## config.mk

```make
export PLATFORM = sky130hd
export DESIGN_NAME = mem_stage
export DESIGN_NICKNAME = d
export VERILOG_FILES = /design/src/rtl/mem_stage.sv
export SDC_FILE = /design/constraint.sdc
export NUM_CORES = 1
export LEC_CHECK = 0
export ABC_AREA = 1
export ABC_CLOCK_PERIOD_IN_PS = 1200
export CAP_MARGIN = 5
export CORE_ASPECT_RATIO = 1.2
export CORE_MARGIN = 8
export CORE_UTILIZATION = 40
export DETAILED_ROUTE_END_ITERATION = 12
export PLACE_DENSITY = 0.84
export SYNTH_ARGS = -nofsm -noshare
export SYNTH_HDL_FRONTEND = slang
export SYNTH_SLANG_ARGS = --single-unit
```

## constraint.sdc

```tcl
create_clock -name clk -period 1.2 [get_ports clk]
set_clock_uncertainty 0.1 [all_clocks]
set_input_delay 0.24 -clock clk [delete_from_list [all_inputs] [get_ports clk]]
set_output_delay 0.24 -clock clk [all_outputs]
set_load 0.05 [all_outputs]
```

## src/rtl/mem_stage.sv

```systemverilog
// mem_stage -- memory-access stage of the 5-stage pipeline.
//
// Takes the EX/MEM register outputs and issues LW/SW to data memory over a
// registered req/ack handshake. It stalls upstream while an access is in
// flight and registers the write-back payload into the MEM/WB boundary.
//
// Optional build macro: MEM_TIMEOUT_EN. When it is defined, an access that
// sees no ack for TIMEOUT_CYC REQ cycles is aborted, err_o sets (sticky) and
// the instruction retires without writing the register file. When it is not
// defined, REQ waits indefinitely and err_o is 0.
//
// Ports
//   clk, rst_n        pipeline clock, asynchronous active-low reset
//   mem_addr_i        effective address          alu_data_i  ALU result / store data
//   pc_next_i         PC+2 (PCS write-back)      rd_i, op_i  destination, opcode
//   flush_i           kill the current instruction (taken branch)
//   dmem_req/we/addr/wdata  registered memory request
//   dmem_rdata, dmem_ack    load data and one-cycle completion pulse
//   stall_o           hold upstream stages (EX/MEM enable = ~stall_o)
//   wb_data_o, wb_rd_o, wb_en_o, hlt_o  registered MEM/WB payload
//   err_o             sticky access-timeout flag
module mem_stage #(
   parameter int unsigned TIMEOUT_CYC = 255
) (
   input  logic        clk,
   input  logic        rst_n,
   input  logic [15:0] mem_addr_i,
   input  logic [15:0] alu_data_i,
   input  logic [15:0] pc_next_i,
   input  logic [3:0]  rd_i,
   input  logic [3:0]  op_i,
   input  logic        flush_i,
   output logic        dmem_req,
   output logic        dmem_we,
   output logic [15:0] dmem_addr,
   output logic [15:0] dmem_wdata,
   input  logic [15:0] dmem_rdata,
   input  logic        dmem_ack,
   output logic        stall_o,
   output logic [15:0] wb_data_o,
   output logic [3:0]  wb_rd_o,
   output logic        wb_en_o,
   output logic        hlt_o,
   output logic        err_o
);

   localparam logic [3:0] OP_LW  = 4'b1000;
   localparam logic [3:0] OP_SW  = 4'b1001;
   localparam logic [3:0] OP_LHB = 4'b1010;
   localparam logic [3:0] OP_LLB = 4'b1011;
   localparam logic [3:0] OP_PCS = 4'b1110;
   localparam logic [3:0] OP_HLT = 4'b1111;

   typedef enum logic [1:0] {
      S_IDLE = 2'd0,
      S_REQ  = 2'd1,
      S_DONE = 2'd2
   } state_t;

   state_t      state_q, state_d;
   logic        req_q, req_d;
   logic        we_q, we_d;
   logic [15:0] addr_q, addr_d;
   logic [15:0] wdata_q, wdata_d;
   logic [15:0] lbuf_q, lbuf_d;
   logic [15:0] wb_data_q, wb_data_d;
   logic [3:0]  wb_rd_q, wb_rd_d;
   logic        wb_en_q, wb_en_d;
   logic        hlt_q, hlt_d;

   logic is_mem;
   logic op_wr;

`ifdef MEM_TIMEOUT_EN
   localparam logic [7:0] TO_LAST = 8'(TIMEOUT_CYC - 1);
   logic [7:0] cnt_q, cnt_d;
   logic       err_q, err_d;
   logic       to_q, to_d;    // current access was aborted
   logic       to_hit;
`endif

   always_comb begin
      is_mem = (op_i == OP_LW) || (op_i == OP_SW);
      op_wr  = ~op_i[3] || (op_i == OP_LW) || (op_i == OP_LHB) ||
               (op_i == OP_LLB) || (op_i == OP_PCS);
   end

`ifdef MEM_TIMEOUT_EN
   // Ack on the final allowed cycle wins over the abort.
   always_comb to_hit = (cnt_q == TO_LAST) && !dmem_ack;
`endif

   always_comb begin
      state_d   = state_q;
      req_d     = req_q;
      we_d      = we_q;
      addr_d    = addr_q;
      wdata_d   = wdata_q;
      lbuf_d    = lbuf_q;
      wb_data_d = wb_data_q;
      wb_rd_d   = wb_rd_q;
      wb_en_d   = wb_en_q;
      hlt_d     = hlt_q;
`ifdef MEM_TIMEOUT_EN
      cnt_d     = cnt_q;
      err_d     = err_q;
      to_d      = to_q;
`endif
      case (state_q)
         S_IDLE: begin
            // Non-memory ops retire here every cycle; a memory op entering
            // REQ leaves a bubble behind it until it completes in DONE.
            wb_rd_d   = rd_i;
            wb_data_d = (op_i == OP_PCS) ? pc_next_i : alu_data_i;
            wb_en_d   = op_wr && (rd_i != 4'd0) && !flush_i && !is_mem;
            hlt_d     = (op_i == OP_HLT) && !flush_i;
            if (is_mem && !flush_i) begin
               state_d = S_REQ;
               req_d   = 1'b1;
               we_d    = (op_i == OP_SW);
               addr_d  = mem_addr_i;
               wdata_d = alu_data_i;
`ifdef MEM_TIMEOUT_EN
               cnt_d   = 8'd0;
               to_d    = 1'b0;
`endif
            end
         end
         S_REQ: begin
            if (dmem_ack) begin
               lbuf_d  = dmem_rdata;
               req_d   = 1'b0;
               state_d = S_DONE;
            end
`ifdef MEM_TIMEOUT_EN
            else if (to_hit) begin
               req_d   = 1'b0;
               to_d    = 1'b1;
               err_d   = 1'b1;
               state_d = S_DONE;
            end else begin
               cnt_d = cnt_q + 8'd1;
            end
`endif
         end
         S_DONE: begin
            // EX/MEM is still holding the memory op here.
            wb_rd_d   = rd_i;
            wb_data_d = (op_i == OP_LW) ? lbuf_q : alu_data_i;
            wb_en_d   = op_wr && (rd_i != 4'd0)
`ifdef MEM_TIMEOUT_EN
                        && !to_q
`endif
                        ;
            hlt_d     = 1'b0;
            state_d   = S_IDLE;
         end
         default: state_d = S_IDLE;
      endcase
   end

   always_ff @(posedge clk or negedge rst_n) begin
      if (!rst_n) begin
         state_q   <= S_IDLE;
         req_q     <= 1'b0;
         we_q      <= 1'b0;
         addr_q    <= 16'd0;
         wdata_q   <= 16'd0;
         lbuf_q    <= 16'd0;
         wb_data_q <= 16'd0;
         wb_rd_q   <= 4'd0;
         wb_en_q   <= 1'b0;
         hlt_q     <= 1'b0;
`ifdef MEM_TIMEOUT_EN
         cnt_q     <= 8'd0;
         err_q     <= 1'b0;
         to_q      <= 1'b0;
`endif
      end else begin
         state_q   <= state_d;
         req_q     <= req_d;
         we_q      <= we_d;
         addr_q    <= addr_d;
         wdata_q   <= wdata_d;
         lbuf_q    <= lbuf_d;
         wb_data_q <= wb_data_d;
         wb_rd_q   <= wb_rd_d;
         wb_en_q   <= wb_en_d;
         hlt_q     <= hlt_d;
`ifdef MEM_TIMEOUT_EN
         cnt_q     <= cnt_d;
         err_q     <= err_d;
         to_q      <= to_d;
`endif
      end
   end

   // Gated by rst_n so upstream is released the moment reset asserts,
   // even though EX/MEM may still be presenting the abandoned memory op.
   assign stall_o    = rst_n && is_mem && (state_q != S_DONE) && !flush_i;
   assign dmem_req   = req_q;
   assign dmem_we    = we_q;
   assign dmem_addr  = addr_q;
   assign dmem_wdata = wdata_q;
   assign wb_data_o  = wb_data_q;
   assign wb_rd_o    = wb_rd_q;
   assign wb_en_o    = wb_en_q;
   assign hlt_o      = hlt_q;
`ifdef MEM_TIMEOUT_EN
   assign err_o      = err_q;
`else
   assign err_o      = 1'b0;
`endif

endmodule

```

==> summary.md, run 1 <==
| Metric | Value |
|---|---|
| Synth Cell Area | `3550 um^2` |
| Ys async rst share | `100%` |
| Syn_nets | `503` |
| Die height | `119 um` |
| TritonCTS buffer count | `9` |
| Comb pwr share | `42.4%` |
| Failing checks | `setup timing` |
| Clk sinks | `74` |
| DIE WIDTH | `102 um` |
| GPL Wtd Cong | `0.885` |
| Place WS | `-638 ps` |
| Clk_lat worst skew | `360 ps` |
| Gr ovfl total | `0` |
| Final Core Density | `77.2%` |
| Worst hold path type | `input port to flip-flop` |
| Clock power frac | `24.0%` |
| DPL Wire Length | `8540 um` |
| Worst-path fanout max | `4` |
| Final wirelength | `13,700 um` |
| Port bufs | `132` |
| Hold Vio Cnt, Final | `0` |
| Biggest area consumer among synthesized cells | `dfrtp_1` |
| RSZ-0062 raised after global routing | `yes` |
| Root buffer cell | `clkbuf_8` |
| # rows | `37` |
| Layout cells sized above 1 | `28.8%` |
| Crit Path Class | `input port to primary output` |
| CTS tree | `built` |
| Largest net degree at the start of global routing | `75` |
| Reg power frac | `33.6%` |
| Register area share after synthesis | `52.2%` |
| Syn avg cell area | `8.31 um^2` |
| Critical path startpoint category | `input port` |
| Max-Cap Viols | `0` |
| Int Pwr | `6630 uW` |
| Max VDD drop | `0.838 mV` |
| P per Cell Area | `1540 nW/um^2` |
| Average wire per standard cell | `18.6 um` |
| Top post-synthesis cells by area | `dfrtp_1, nand2_1, nand3_1, o21ai_0, inv_1` |
| Core Region | `8610 um^2` |
| Total number of vias | `3,725` |
| Crit path DAT | `1170 ps` |
| Count leader, synth | `nand2_1` |
| Synthesized flop and latch total | `74` |
| Share of the synthesized area in the top cell type | `52.2%` |
| Primary FF master, synth | `dfrtp_1` |
| Switching power | `3630 uW` |
| DRC violations left | `0` |
| Syn. warnings | `0` |
| Max-slew violation count | `0` |
| Netlist cell types | `22` |
| Critical Path Sink Type | `primary output` |
| Initial Util | `41.2%` |
| TritonRoute pass-1 iters | `4` |
| Post-Syn Instances | `427` |
| Vias per cell | `5.06` |
| Switching Fraction | `35.4%` |
| Post-synth EDFFs | `0` |
| Boundary Pins | `134` |
| Nets | `688` |
| Antenna-violating nets left | `0` |
| First-pass GRT wire length | `19,200 um` |
| Status | `finished, violations left` |
| Die area | `12,200 um^2` |
| Via count of the first global-routing pass | `3,780` |
| Setup violation total in the final timing report | `127` |
| Final min period | `1510 ps` |
| Clock-pin slew on the worst setup and hold paths | `80 ps` |
| Global-route usage over all layers | `20.4%` |
| Post-route setup slack | `-305 ps` |
| Initial antenna violation count | `2` |
| Initial DRC count | `179` |
| Ratio of final minimum period to clock period | `125%` |
| Synth-to-layout area growth | `87.4%` |
| P_leak | `0.00325 uW` |
| Clk buf depth | `2` |
| Synth cell count leaders | `nand2_1, dfrtp_1, nand3_1, inv_1, o21ai_0` |
| H-tree depth | `3` |
| Highest clock rate | `0.664 GHz` |
| CP required | `860 ps` |
==> flip-flops by register name, summed over array words and instances, names as in the netlist <==
register and count:
lbuf_q 16, dmem_we 1, dmem_req 1, state_q 2, wb_rd_o 4, wb_data_o 16, wb_en_o 1, dmem_wdata 16
dmem_addr 16, hlt_o 1
==> critical path: stages <==
cell	delay [ps]
clkdlybuf4s50_1	430
inv_2	110
nand3_2	110
nor2_4	140
buf_12	140
==> routing by layer <==
layer | vias up | share of wire (%) | GRT usage, %
li1 | 1724 | - | -
met1 | 1811 | 37 | 21.7
met3 | 32 | 6.0 | 4.25
met2 | 158 | 54 | 35.9
met4 | 0 | 3.2 | 11.9
met5 | - | 0 | 0
==> layout make-up <==
class                      count  area, um^2
clock buffer                  12         155
fill                         536        1960
timing repair buffer         196        2710
clock inverter                 4        97.6
antenna                        2        5.00
sequential                    74        1850
tap                          117         146
multi-input combinational    274        1460
inverter                      57         226
==> layout by cell type, fill, tap and decap left out, types with 4 or more instances in the layout <==
| cell | count |
|---|---|
| dlygate4sd2_1 | 4 |
| nand3_1 | 66 |
| inv_2 | 4 |
| inv_1 | 50 |
| nor2_4 | 4 |
| o21ai_2 | 7 |
| clkbuf_16 | 6 |
| dfrtp_1 | 72 |
| nand2_1 | 108 |
| clkdlybuf4s50_1 | 70 |
| buf_12 | 68 |
| nand2_4 | 10 |
| o21ai_1 | 41 |
| nand3b_1 | 16 |
| buf_4 | 40 |
| nand2_2 | 8 |
| clkbuf_8 | 11 |
| nor2_1 | 4 |
==> final timing paths <==
kind | endpoint | from | cells after the start | slack (ps)
max reg2reg | dmem_addr[2]$_DFFE_PN0P_ | state_q[0]$_DFFE_PN0P_ | 7 | -300
min in group asynchronous | wb_en_o$_DFFE_PN0P_ | rst_n | 3 | 460
min reg2reg | lbuf_q[15]$_DFFE_PN0P_ | lbuf_q[15]$_DFFE_PN0P_ | 2 | 420
max | stall_o | flush_i | 5 | -310
min | dmem_addr[7]$_DFFE_PN0P_ | mem_addr_i[7] | 3 | 320
max in group asynchronous | wb_data_o[15]$_DFFE_PN0P_ | rst_n | 3 | 230
==> power groups by stage <==
| stage | logic (uW) | registers (uW) | clock network (uW) |
|---|---|---|---|
| after floorplan | 671 | 4470 | 0 |
| after global placement | 3850 | 3450 | 0 |
| after detailed placement | 3920 | 3490 | 0 |
| after CTS | 4080 | 3430 | 2460 |
| after global routing | 4550 | 3500 | 2580 |
| final | 4340 | 3450 | 2460 |
==> cells by family after synthesis <==
group	share of synthesized area (%)
simple gates	29.8
compound gates	7.33
buf+inv	10.6
flops	52.2
other cells	0.106
==> through the flow <==
stage	power, uW	instances	instance area (um^2)	TNS [ps]	hold WS [ps]
after floorplan	5140	427	3560	-4160	-156
after global placement	7310	676	5730	-30400	227
after detailed placement	7410	676	5730	-32960	235
after CTS	9970	709	6230	-16930	306
after global routing	10600	736	6650	-25100	333
final	10300	736	6650	-19650	322
==> repair_timing <==
| action | in CTS | in global routing |
|---|---|---|
| resized for setup | 18 | 52 |
| hold buffers | 1 | 0 |
| hold endpoints to repair | 74 | 0 |
| cloned | 4 | 6 |
| setup endpoints to repair | 130 | 126 |
| buffers inserted | 12 | 19 |
| pin swaps | 3 | 4 |
(Power assumes the default switching activity.)
==> inputs of run 2 (changes only) <==
--- a/config.mk
+++ b/config.mk
@@ -6,13 +6,13 @@
 export NUM_CORES = 1
 export LEC_CHECK = 0
 export ABC_AREA = 1
-export ABC_CLOCK_PERIOD_IN_PS = 1200
+export ABC_CLOCK_PERIOD_IN_PS = 1700
 export CAP_MARGIN = 5
 export CORE_ASPECT_RATIO = 1.2
 export CORE_MARGIN = 8
-export CORE_UTILIZATION = 40
+export CORE_UTILIZATION = 44
 export DETAILED_ROUTE_END_ITERATION = 12
-export PLACE_DENSITY = 0.84
+export PLACE_DENSITY = 0.87
 export SYNTH_ARGS = -nofsm -noshare
 export SYNTH_HDL_FRONTEND = slang
 export SYNTH_SLANG_ARGS = --single-unit
==> constraint.sdc (replaced) <==
create_clock -name clk -period 1.7 [get_ports clk]
set_clock_uncertainty 0.1 [all_clocks]
set_input_delay 0.34 -clock clk [delete_from_list [all_inputs] [get_ports clk]]
set_output_delay 0.34 -clock clk [all_outputs]
set_load 0.05 [all_outputs]
==> summary.md, run 2 (synthesis results as in run 1) <==
| Metric | Value |
|---|---|
| Final min period | `1640 ps` |
| Setup crit end | `stall_o` |
| Initial antenna violation count | `0` |
| Routed met2 length | `5630 um` |
| GPL Wtd Cong | `0.863` |
| Reg area | `1850 um^2` |
| Worst-path fanout max | `2` |
| Critical path startpoint category | `input port` |
| CP required | `1260 ps` |
| Crit path DAT | `1200 ps` |
| Multi-input combinational cell area | `1340 um^2` |
| Final wirelength | `10,700 um` |
| P per Cell Area | `1120 nW/um^2` |
| # rows | `36` |
| DPL Wire Length | `8140 um` |
| Die height | `114 um` |
| Max VDD drop | `0.535 mV` |
| R2R Path Start | `state_q[0]$_DFFE_PN0P_` |
| Crit Path Class | `input port to primary output` |
| H-tree depth | `3` |
| Capturing point of the worst reg2reg path | `dmem_addr[1]$_DFFE_PN0P_` |
| P_leak | `0.00269 uW` |
| Vias per cell | `4.95` |
| Port bufs | `132` |
| Highest clock rate | `0.610 GHz` |
| Synth-to-layout area growth | `52.4%` |
| Max-slew violation count | `0` |
| Critical Path Sink Type | `primary output` |
| Met1 WL | `4100 um` |
| Gr ovfl total | `0` |
| Worst reg2reg path depth | `6` |
| Core Region | `7970 um^2` |
| Post-route cell area | `5410 um^2` |
| Total number of vias | `3,329` |
| Root buffer cell | `clkbuf_8` |
| Worst setup path startpoint | `flush_i` |
| Global-route usage over all layers | `19.1%` |
| Most frequent cells in the layout | `nand2_1, dfrtp_1, clkdlybuf4s50_1` |
| WL met3 | `562 um` |
| CTS tree | `built` |
| DRC violations left | `0` |
| Initial DRC count | `196` |
| Average wire per standard cell | `15.9 um` |
| First-pass GRT wire length | `17,000 um` |
| Layout cells sized above 1 | `20.1%` |
| TritonRoute pass-1 iters | `4` |
| Clock-pin slew on the worst setup and hold paths | `80 ps` |
| Nets | `651` |
| TritonCTS buffer count | `9` |
| Hold Slack | `386 ps` |
| Setup violation total in the final timing report | `0` |
| Boundary Pins | `134` |
| Hold Vio Cnt, Final | `0` |
| Final Core Density | `67.8%` |
| Antenna-violating nets left | `0` |
| Clk buf depth | `2` |
| Area after DPL | `5150 um^2` |
| Most common cell after layout, fill and taps aside | `nand2_1` |
| Clk sinks | `74` |
| Reg2reg setup slack | `220 ps` |
| Via count of the first global-routing pass | `3,447` |
| Initial Util | `44.5%` |
| Clk_lat worst skew | `350 ps` |
| Ratio of final minimum period to clock period | `96.4%` |
| Top Metal Used | `met4` |
| Max-Cap Viols | `0` |
| Diode count | `0` |
| Die area | `11,200 um^2` |
| Status | `complete, no violations` |
| Worst hold path type | `flip-flop to flip-flop` |
| Largest net degree at the start of global routing | `75` |
| Hold path startpoint | `wb_rd_o[0]$_DFFE_PN0P_` |
| DIE WIDTH | `98.0 um` |
| Fillers | `636` |
## run 2: cell types whose count changed in the layout (fill, tap and decap cells not counted), sizes merged
cell,delta
buf,-30
bufbuf,-1
bufinv,-1
clkbuf,-6
clkdlybuf4s50,+1
clkinvlp,-1
diode,-2
dlygate4sd2,-2
inv,+1
## run 2: metal layers
metal,vias to the layer above,GRT usage [%]
li1,1645,-
met1,1537,20.9
met2,121,33.1
met3,26,4.14
met4,0,11.6
met5,-,0
## run 2: final cells by class
class	count	share of cell area [%]
inverters	57	3.96
multi-input cells	274	24.8
clock inverters	3	1.20
clock buffers	11	2.61
repair buffers	159	31.0
flip-flops and latches	74	34.3
well taps	95	2.20
## run 2: per-stage QoR
step                setup WS (ps)  TNS, ps  power [uW]  std cells
floorplan                    31.3        0        3610        427
CTS                          13.4        0        6120        672
detailed placement           -283    -7080        4640        654
finish                       60.5        0        6080        673
global route                -7.76    -7.76        6360        673
global placement             -238    -4730        4570        654
## run 2: power by group
part           leakage (uW)  switching [uW]  internal [uW]
clock              0.000105             620            849
combinational       0.00168            1430            854
sequential         0.000908             211           2120
total               0.00269            2260           3820
## run 2: repair_timing
item                                    CTS  global route
endpoints found under the setup margin    1             1
endpoints found under the hold margin    74             0
buffers inserted                          3             1
hold buffers                              1             0
resized for setup                         9             4
pin swaps                                 2             1
## run 2: worst min-delay path by stage
stage | end | slack (ps) | cells after the start
finish | wb_rd_o[0]$_DFFE_PN0P_ | 390 | 2
global route | wb_rd_o[2]$_DFFE_PN0P_ | 420 | 2
CTS | wb_rd_o[0]$_DFFE_PN0P_ | 390 | 2
detailed placement | wb_data_o[3]$_DFFE_PN0P_ | 340 | 2
global placement | wb_data_o[5]$_DFFE_PN0P_ | 330 | 2
floorplan | dmem_addr[0]$_DFFE_PN0P_ | -60 | 0
## run 2: critical path, stage by stage
cell and delay, ps:
clkdlybuf4s50_1 420, inv_2 70, nand3_2 100, nor2_4 120, buf_12 140
